--- src/rtl/cs_addsub_serial_pkg.sv ---
// ============================================================================
// Module      : cs_addsub_serial_pkg
// Description : Shared constants, state encoding and index sizing for the
//               nibble-serial carry-select adder/subtractor.
// Revision    : 1.0 - initial release
// ============================================================================
`default_nettype none

package cs_addsub_serial_pkg;

    localparam int NIBBLE_W      = 4;
    localparam int DEFAULT_WIDTH = 32;
    localparam int IDX_W_DEFAULT = $clog2(DEFAULT_WIDTH / NIBBLE_W);

    typedef enum logic [1:0] {
        IDLE = 2'd0,
        RUN  = 2'd1,
        DONE = 2'd2
    } state_t;

    // Slice index width; a lone slice still needs a 1-bit counter.
    function automatic int idx_width(input int width);
        int n_slices;
        n_slices = width / NIBBLE_W;
        return (n_slices > 1) ? $clog2(n_slices) : 1;
    endfunction

endpackage

`default_nettype wire

--- src/rtl/cs_addsub_serial_slice4.sv ---
// ============================================================================
// Module      : cs_slice4
// Description : Combinational 4-bit carry-select slice; both carry-in sums are
//               formed up front and the carry-in picks one.
// Revision    : 1.0 - initial release
// ============================================================================
`default_nettype none

module cs_slice4
    import cs_addsub_serial_pkg::*;
(
    input  logic [NIBBLE_W-1:0] a,
    input  logic [NIBBLE_W-1:0] b,
    input  logic                cin,
    output logic [NIBBLE_W-1:0] s,
    output logic                cout
);

    logic [NIBBLE_W:0] w_sum_c0;
    logic [NIBBLE_W:0] w_sum_c1;

    assign w_sum_c0 = {1'b0, a} + {1'b0, b};
    assign w_sum_c1 = {1'b0, a} + {1'b0, b} + {{NIBBLE_W{1'b0}}, 1'b1};

    assign {cout, s} = cin ? w_sum_c1 : w_sum_c0;

endmodule

`default_nettype wire

--- src/rtl/cs_addsub_serial.sv ---
// ============================================================================
// Module      : cs_addsub_serial
// Description : Nibble-serial WIDTH-bit adder/subtractor reusing one carry-select
//               slice per cycle, with start/ready/done handshake.
// Revision    : 1.0 - initial release
// ============================================================================
`default_nettype none

module cs_addsub_serial
    import cs_addsub_serial_pkg::*;
#(
    parameter int WIDTH = 32
)
(
    input  logic             clk_i,
    input  logic             rst_i,
    input  logic             start_i,
    input  logic             sub_i,
    input  logic [WIDTH-1:0] din1_i,
    input  logic [WIDTH-1:0] din2_i,
    output logic             ready_o,
    output logic             done_o,
    output logic [WIDTH-1:0] sum_o,
    output logic             carry_o,
    output logic             ovf_o
);

    localparam int                c_IDX_W    = idx_width(WIDTH);
    localparam int                c_N_SLICES = WIDTH / NIBBLE_W;
    localparam logic [c_IDX_W-1:0] c_LAST_IDX = c_IDX_W'(c_N_SLICES - 1);

    state_t             r_state;
    state_t             w_next_state;
    logic [WIDTH-1:0]   r_a;
    logic [WIDTH-1:0]   r_b;
    logic [WIDTH-1:0]   r_sum;
    logic               r_carry;
    logic               r_carry_out;
    logic               r_ovf;
    logic [c_IDX_W-1:0] r_idx;

    logic               w_last;
    logic [NIBBLE_W-1:0] w_slice_s;
    logic               w_slice_cout;

    assign w_last = (r_idx == c_LAST_IDX);

    cs_slice4 u_slice (
        .a    (r_a[{r_idx, 2'b00} +: NIBBLE_W]),
        .b    (r_b[{r_idx, 2'b00} +: NIBBLE_W]),
        .cin  (r_carry),
        .s    (w_slice_s),
        .cout (w_slice_cout)
    );

    always_ff @(posedge clk_i) begin
        if (rst_i) begin
            r_state <= IDLE;
        end else begin
            r_state <= w_next_state;
        end
    end

    always_comb begin
        w_next_state = r_state;
        case (r_state)
            IDLE:    if (start_i) w_next_state = RUN;
            RUN:     if (w_last)  w_next_state = DONE;
            DONE:    w_next_state = IDLE;
            default: w_next_state = IDLE;
        endcase
    end

    // Subtract is A + ~B + 1: B is inverted at capture and the +1 enters as
    // the initial running carry.
    always_ff @(posedge clk_i) begin
        if (rst_i) begin
            r_a         <= '0;
            r_b         <= '0;
            r_sum       <= '0;
            r_carry     <= 1'b0;
            r_carry_out <= 1'b0;
            r_ovf       <= 1'b0;
            r_idx       <= '0;
        end else begin
            case (r_state)
                IDLE: begin
                    if (start_i) begin
                        r_a     <= din1_i;
                        r_b     <= sub_i ? ~din2_i : din2_i;
                        r_carry <= sub_i;
                        r_idx   <= '0;
                        r_sum   <= '0;
                    end
                end
                RUN: begin
                    r_sum[{r_idx, 2'b00} +: NIBBLE_W] <= w_slice_s;
                    r_carry <= w_slice_cout;
                    r_idx   <= r_idx + c_IDX_W'(1);
                    if (w_last) begin
                        r_carry_out <= w_slice_cout;
                        r_ovf       <= (r_a[WIDTH-1] == r_b[WIDTH-1]) &&
                                       (w_slice_s[NIBBLE_W-1] != r_a[WIDTH-1]);
                    end
                end
                default: ;
            endcase
        end
    end

    assign ready_o = (r_state == IDLE);
    assign done_o  = (r_state == DONE);
    assign sum_o   = r_sum;
    assign carry_o = r_carry_out;
    assign ovf_o   = r_ovf;

endmodule

`default_nettype wire
--- config.mk ---
export PLATFORM = sky130hd
export DESIGN_NAME = cs_addsub_serial
export DESIGN_NICKNAME = d
export VERILOG_FILES = /design/src/rtl/cs_addsub_serial_pkg.sv /design/src/rtl/cs_addsub_serial_slice4.sv /design/src/rtl/cs_addsub_serial.sv
export SDC_FILE = /design/constraint.sdc
export NUM_CORES = 1
export LEC_CHECK = 0
export CAP_MARGIN = 20
export CELL_PAD_IN_SITES_DETAIL_PLACEMENT = 0
export CELL_PAD_IN_SITES_GLOBAL_PLACEMENT = 1
export CORE_MARGIN = 2
export CORE_UTILIZATION = 25
export CTS_BUF_LIST = sky130_fd_sc_hd__clkbuf_2 sky130_fd_sc_hd__clkbuf_4 sky130_fd_sc_hd__clkbuf_8
export CTS_CLUSTER_DIAMETER = 40
export DETAILED_ROUTE_END_ITERATION = 7
export PLACE_DENSITY_LB_ADDON = 0.1
export SETUP_SLACK_MARGIN = 0.05
export SLEW_MARGIN = 10
export SYNTH_ARGS = -nofsm -noshare
export SYNTH_HDL_FRONTEND = slang
export SYNTH_SLANG_ARGS = --single-unit
--- constraint.sdc ---
create_clock -name clk_i -period 8.85 [get_ports clk_i]
set_input_delay 1.77 -clock clk_i [delete_from_list [all_inputs] [get_ports clk_i]]
set_output_delay 1.77 -clock clk_i [all_outputs]
set_load 0.01 [all_outputs]
### Word level (Yosys, flattened, before mapping)

Index checks and enable logic that the tools add are counted.

* flip-flop bits (word level): 104
* logic and storage cells: 43
* bits of input ports: 68
* output and inout bits: 36

* bitwise logic cells: 1
* shift-type cells: 4
* mux-type cells: 12
* equality and inequality tests: 7
* reductions and logical operators: 7
* $add $sub $neg: 4

Operators with widths (count)
* $mux 32: 2
* $pmux 32 s2: 1
* $shiftx 32x6->4: 2
* $bwmux 32: 1
* $not 32->32: 1
* $shift 4x7->32 const A: 1
* $shiftx 4x7->32: 1
* $reduce_and 2->1: 4
* $neg 5->7: 1
* $pmux 3 s2: 1
* $add 4x4->5: 1
* $add 5x1->5 const B: 1
* $mux 5: 1
* $mux 2: 2
* $ne 2x2->1 const B: 2
* $pmux 2 s2: 1
* $add 3x1->3 const B: 1
* $eq 3x3->1 const B: 1
* $mux 3: 1
* $eq 2x1->1 const B: 1
* $eq 2x2->1 const B: 1
* $logic_not 2->1: 1
* $pmux 1 s2: 1
* $reduce_bool 2->1: 1
* 4 further kinds: 4

### Logic depth before layout (Yosys ltp)

* depth in word-level cells: 7
* gate-level depth with buffers: 14
* depth with buffers taken out: 11

### Hierarchy

From an unflattened synthesis, not the netlist that was laid out.

* cell total of the unflattened synthesis: 524
* area, all modules: 4998.5 um2

By module, submodules not included
* cs_addsub_serial: sequential area each 2082.0 um2, instances 1, area an instance 4749.6 um2, cells each 490
* cs_slice4: sequential area each 0.0 um2, instances 1, area an instance 249.0 um2, cells each 34

### Least setup slack after synthesis

No wires, ideal clock.

* path kind: register -> register
* start point: register r_idx[0]
* end point: register r_carry
* period minus slack after synthesis: 3309 ps
* required time: 8780 ps
* arrival: 3238 ps
* library setup time: 70 ps
* setup slack: 5541 ps
* path buffers: 2
* cell stages (with the launch flop): 13
* cells stage by stage: dfxtp_1 -> buf_1 -> mux4_2 -> nand2_1 -> nand2_1 -> fa_1 -> ha_1 -> and2_1 -> buf_4 -> o221ai_2 -> a211o_1 -> or3_1 -> a21oi_1

* word-level cells in the longest chain between the ends: 5
* elaborated cells between the ends (all ways): 6
* classes of those cells: add/sub (2); shift (2); mux (2)

RTL lines
* start, declared: line cs_addsub_serial.sv:40 `logic [c_IDX_W-1:0] r_idx;`
* start signal, assigned: line cs_addsub_serial.sv:99 `r_idx <= r_idx + c_IDX_W'(1);`
* $shiftx 32x6->4, on equally long branches: line cs_addsub_serial.sv:49, cs_addsub_serial.sv:50
* $add 4x4->5 *: line cs_addsub_serial_slice4.sv:22, cs_addsub_serial_slice4.sv:23
* $add 5x1->5: line cs_addsub_serial_slice4.sv:23 `assign w_sum_c1 = {1'b0, a} + {1'b0, b} + {{NIBBLE_W{1'b0}}, 1'b1};`
* $mux 5 *: line cs_addsub_serial_slice4.sv:25 `assign {cout, s} = cin ? w_sum_c1 : w_sum_c0;`
* $pmux 1 s2 *: line cs_addsub_serial.sv:86 `case (r_state)`
* end signal, assigned: line cs_addsub_serial.sv:91 `r_carry <= sub_i;`
* end signal, assigned: line cs_addsub_serial.sv:98 `r_carry <= w_slice_cout;`
* end, declared: line cs_addsub_serial.sv:37 `logic r_carry;`

Mark *: on every way between the ends. The rest lies on a longest branch, timed or not.
A chain may end at the register's enable or synchronous reset.

### Worst setup path in the final report

* start point: register r_idx[0]
* end point: register r_sum[5], in the netlist sum_o[5]

* word-level cells in the longest chain between the ends: 7
* elaborated cells between the ends (all ways): 10
* classes of those cells: add/sub (3); shift (4); mux (3)

RTL lines
* $shiftx 32x6->4, on equally long branches: line cs_addsub_serial.sv:49, cs_addsub_serial.sv:50
* $add 4x4->5: line cs_addsub_serial_slice4.sv:22, cs_addsub_serial_slice4.sv:23
* $add 5x1->5: line cs_addsub_serial_slice4.sv:23
* $mux 5: line cs_addsub_serial_slice4.sv:25
* $shiftx 4x7->32: line cs_addsub_serial.sv:97 `r_sum[{r_idx, 2'b00} +: NIBBLE_W] <= w_slice_s;`
* $bwmux 32 *: line cs_addsub_serial.sv:97
* $pmux 32 s2 *: line cs_addsub_serial.sv:86
* end signal, assigned by index: line cs_addsub_serial.sv:97
* end, declared: line cs_addsub_serial.sv:36 `logic [WIDTH-1:0] r_sum;`

Marks and branches as above.

==> impl_metrics.csv <==
group,metric,value,unit
cells_and_area,layout.nets,707,
sta,slew-limit-headroom,0.287,
logic_synthesis,synthMuxAreaShare,0.0956,
logic_synthesis,ys_seq_elements,104,
place,place_congestion,0.745,
cts,root_buffer,"clkbuf_8",
worst_hold_path,hold_class,"reg -> reg",
routing,drt_drc_violations_left,0,
power,power_density,160,nW/um^2
critical_path,worstSetupStartpointType,"register",
logic_synthesis,synth_simple_gate_area_share,0.199,
sta,worst_slack,4920,ps
sta,fin_skew,18.8,ps
floorplan,dieArea,20300,sq um
routing,vias,4059,
sta,post-route-min-period,3930,ps
logic_synthesis,synthArstFlopShare,0,
logic_synthesis,synth.distinct_cells,40,
floorplan,coreArea,18800,sq um
logic_synthesis,synth_top_family_by_area,"simple AND/OR/NAND/NOR gates",
cells_and_area,diodes,0,
cells_and_area,drive_gt1_frac,0.0823,
critical_path,crit_chain,"buf_4 -> mux4_2 -> nand2_1 -> nand2_1 -> ha_1 -> fa_1 -> ha_1 -> mux2i_1 -> nor2_1 -> a31oi_1 -> nor2_1",
floorplan,die_height,142,um
critical_path,crit_path_max_fanout,14,
cts,insertion_delay,380,ps
power,leakage,2.15,nW
critical_path,timing.rr.start,"r_idx[0]$_SDFFE_PP0P_",
global_routing,grt_pass1_wl,21100,um
cells_and_area,final_area,6170,sq um
routing,drt_iter0_drc,205,
sta,setup_violations,0,
sta,final_max_slew_viol_count,0,
cts,cts_sinks,104,
global_routing,grt_overflow,0,
floorplan,die_x,142,um
critical_path,critPathKind,"reg -> reg",
cts,h-tree-depth,3,
critical_path,crit_buf_inv,1,
logic_synthesis,synth_area,4790,sq um
critical_path,endpoint_kind,"register",
place,place_ws,4830,ps
logic_synthesis,avgSynthCellArea,8.69,sq um
floorplan,ios,104,
critical_path,required,9090,ps
global_routing,grt_pass1_vias,4004,
cells_and_area,fillers,1962,
power,ir_drop,0.0000584,V
sta,setup_tns,0,ps
place,dpl.hpwl,9250,um
cts,cts_resized,0,
critical_path,cpLargestDelayFamily,"multiplexers",
logic_synthesis,synthXorXnorAreaFrac,0.0640,
sta,tightest_slew,1060,ps
global_routing,antenna_found_initial,0,
global_routing,grt_use_total,0.132,
cts,postCtsHoldBufs,0,
place,placed_cell_area,5990,sq um
routing,ant_nets,0,
cts,clk_pin_slew,90,ps
sta,hold_violations,0,
logic_synthesis,seq_area_frac_synth,0.435,
logic_synthesis,ys.warnings.count,0,
logic_synthesis,synth_nets,629,
global_routing,grt_max_degree,101,
sta,clock.fmax,254,MHz
cells_and_area,syn_to_final_growth,29.0,%
floorplan,num_rows,50,
critical_path,arrival,4180,ps
routing,avgRoutedWirePerCell,14.9,um
cts,tritoncts,"yes",
floorplan,initial_core_util,0.255,
cts,clockBufferDepth,2,
sta,period_share,0.445,
routing,via_per_inst,4.69,
logic_synthesis,synth_compound_area_frac,0.141,
run_status,outcome,"complete, no violations",
cts,numCtsBuffers,9,
place,io_buffers,103,
critical_path,slowest_stage,"dfxtp_1",
logic_synthesis,synth-main-ff-cell,"dfxtp_1",
logic_synthesis,synthAdderAreaFrac,0.0277,
flow_run,max-cap-violations,0,
critical_path,crit_path_start,"r_idx[0]$_SDFFE_PP0P_",
worst_hold_path,min_from,"r_a[4]$_SDFFE_PP0P_",
cells_and_area,stdcell_count,866,
routing,wl,12900,um
logic_synthesis,syn_inst,551,
cts,post_cts_buffers,0,
place,dp.cells,852,
sta,rsz0062_at_grt,"no",
routing,first_pass_iters,4,
logic_synthesis,synth_edf_count,0,
critical_path,critPathMaxStageDelay,720,ps
-- Yosys cell counts, types with 2 or more instances --
| master | count | area (sq um) |
|---|---|---|
| nand3_1 | 21 | 105 |
| o31ai_1 | 8 | 60.1 |
| buf_4 | 2 | 15.0 |
| nor3_1 | 2 | 10.0 |
| buf_1 | 10 | 37.5 |
| mux2i_1 | 3 | 30.0 |
| xnor2_1 | 34 | 298 |
| buf_2 | 7 | 35.0 |
| nand2_1 | 103 | 387 |
| clkbuf_1 | 21 | 78.8 |
| a211oi_1 | 33 | 248 |
| a31oi_1 | 11 | 68.8 |
| nor2b_1 | 4 | 25.0 |
| inv_1 | 4 | 15.0 |
| nand2b_1 | 2 | 12.5 |
| mux4_2 | 16 | 360 |
| and2_1 | 2 | 12.5 |
| nor3b_1 | 2 | 15.0 |
| a21oi_1 | 46 | 230 |
| ha_1 | 9 | 113 |
| nor4b_1 | 2 | 17.5 |
| nor2_1 | 77 | 289 |
| dfxtp_1 | 104 | 2080 |
| mux2_2 | 6 | 67.6 |
| or3_1 | 2 | 12.5 |
| or2_2 | 5 | 31.3 |
| nand4_1 | 2 | 12.5 |
-- sequential cells by signal (all words and copies together), names as in the netlist --
| name | count |
|---|---|
| carry_o | 1 |
| r_carry | 1 |
| r_b | 32 |
| r_idx | 3 |
| r_a | 32 |
| r_state | 2 |
| sum_o | 32 |
| ovf_o | 1 |
-- metal layers --
metal	track usage	up-vias	part of all wire
li1	-	2056	-
met3	0.0326	9	0.040
met5	0	-	0
met4	0.0328	0	0.0088
met1	0.176	1915	0.49
met2	0.217	79	0.46
-- final timing paths --
kind                                         endpoint  slack (ps)  depth (start not counted)
worst max-delay path            sum_o[5]$_SDFFE_PP0P_        4920                         11
worst min-delay path              r_a[4]$_SDFFE_PP0P_         460                          2
worst max register to register  sum_o[5]$_SDFFE_PP0P_        4920                         11
worst min register to register    r_a[4]$_SDFFE_PP0P_         460                          2
-- where the power goes --
group | switching [mW] | leakage [nW] | internal (mW) | total [mW]
registers | 0.0152 | 0.851 | 0.492 | 0.507
logic | 0.0983 | 1.20 | 0.0831 | 0.181
clock network | 0.159 | 0.0987 | 0.139 | 0.298
-- cells in the final DEF (no fill, tap or decap), drive strengths merged, types with 9 or more instances in the layout --
cell / netlist / layout
dfxtp: 104 / 104
nand2: 103 / 103
clkdlybuf4s50: 0 / 101
nor2: 78 / 78
a21oi: 46 / 46
xnor2: 34 / 34
a211oi: 33 / 33
nand3: 21 / 21
mux4: 16 / 16
a31oi: 11 / 11
clkbuf: 21 / 11
ha: 9 / 9
-- kinds of logic (layout without fill, tap and decap cells) --
kind of cell | count (synthesis) | in the layout
compound gates | 105 | 105
simple gates | 227 | 227
flops | 104 | 104
mux | 25 | 25
fa+ha+maj | 10 | 10
buf+inv | 45 | 126
xor+xnor | 35 | 35
-- final cells by class --
cell class                 instances  area, sq um  area share
clock buffer                      11          145      0.0235
timing repair buffer             107         1070       0.173
inverter                           5         18.8     0.00304
multi-input combinational        402         2530       0.409
tap                              234          293      0.0474
clock inverter                     3         43.8     0.00709
sequential                       104         2080       0.337
-- per-stage QoR --
step           hold WS, ps  power [mW]  utilization
2_1_floorplan          433       0.630            -
4_1_cts                460        1.00        0.329
3_5_place_dp           446       0.704        0.319
5_1_grt                471        1.05        0.329
3_3_place_gp           442       0.699        0.318
6_report               458       0.987        0.329
-- worst register-to-register path: stages (launching register included) --
cell	delay (ps)
dfxtp_1	720
buf_4	380
mux4_2	530
nand2_1	80
nand2_1	70
ha_1	220
fa_1	490
ha_1	310
mux2i_1	640
nor2_1	130
a31oi_1	190
nor2_1	60
Note: power is estimated with default switching activity, not from simulation.
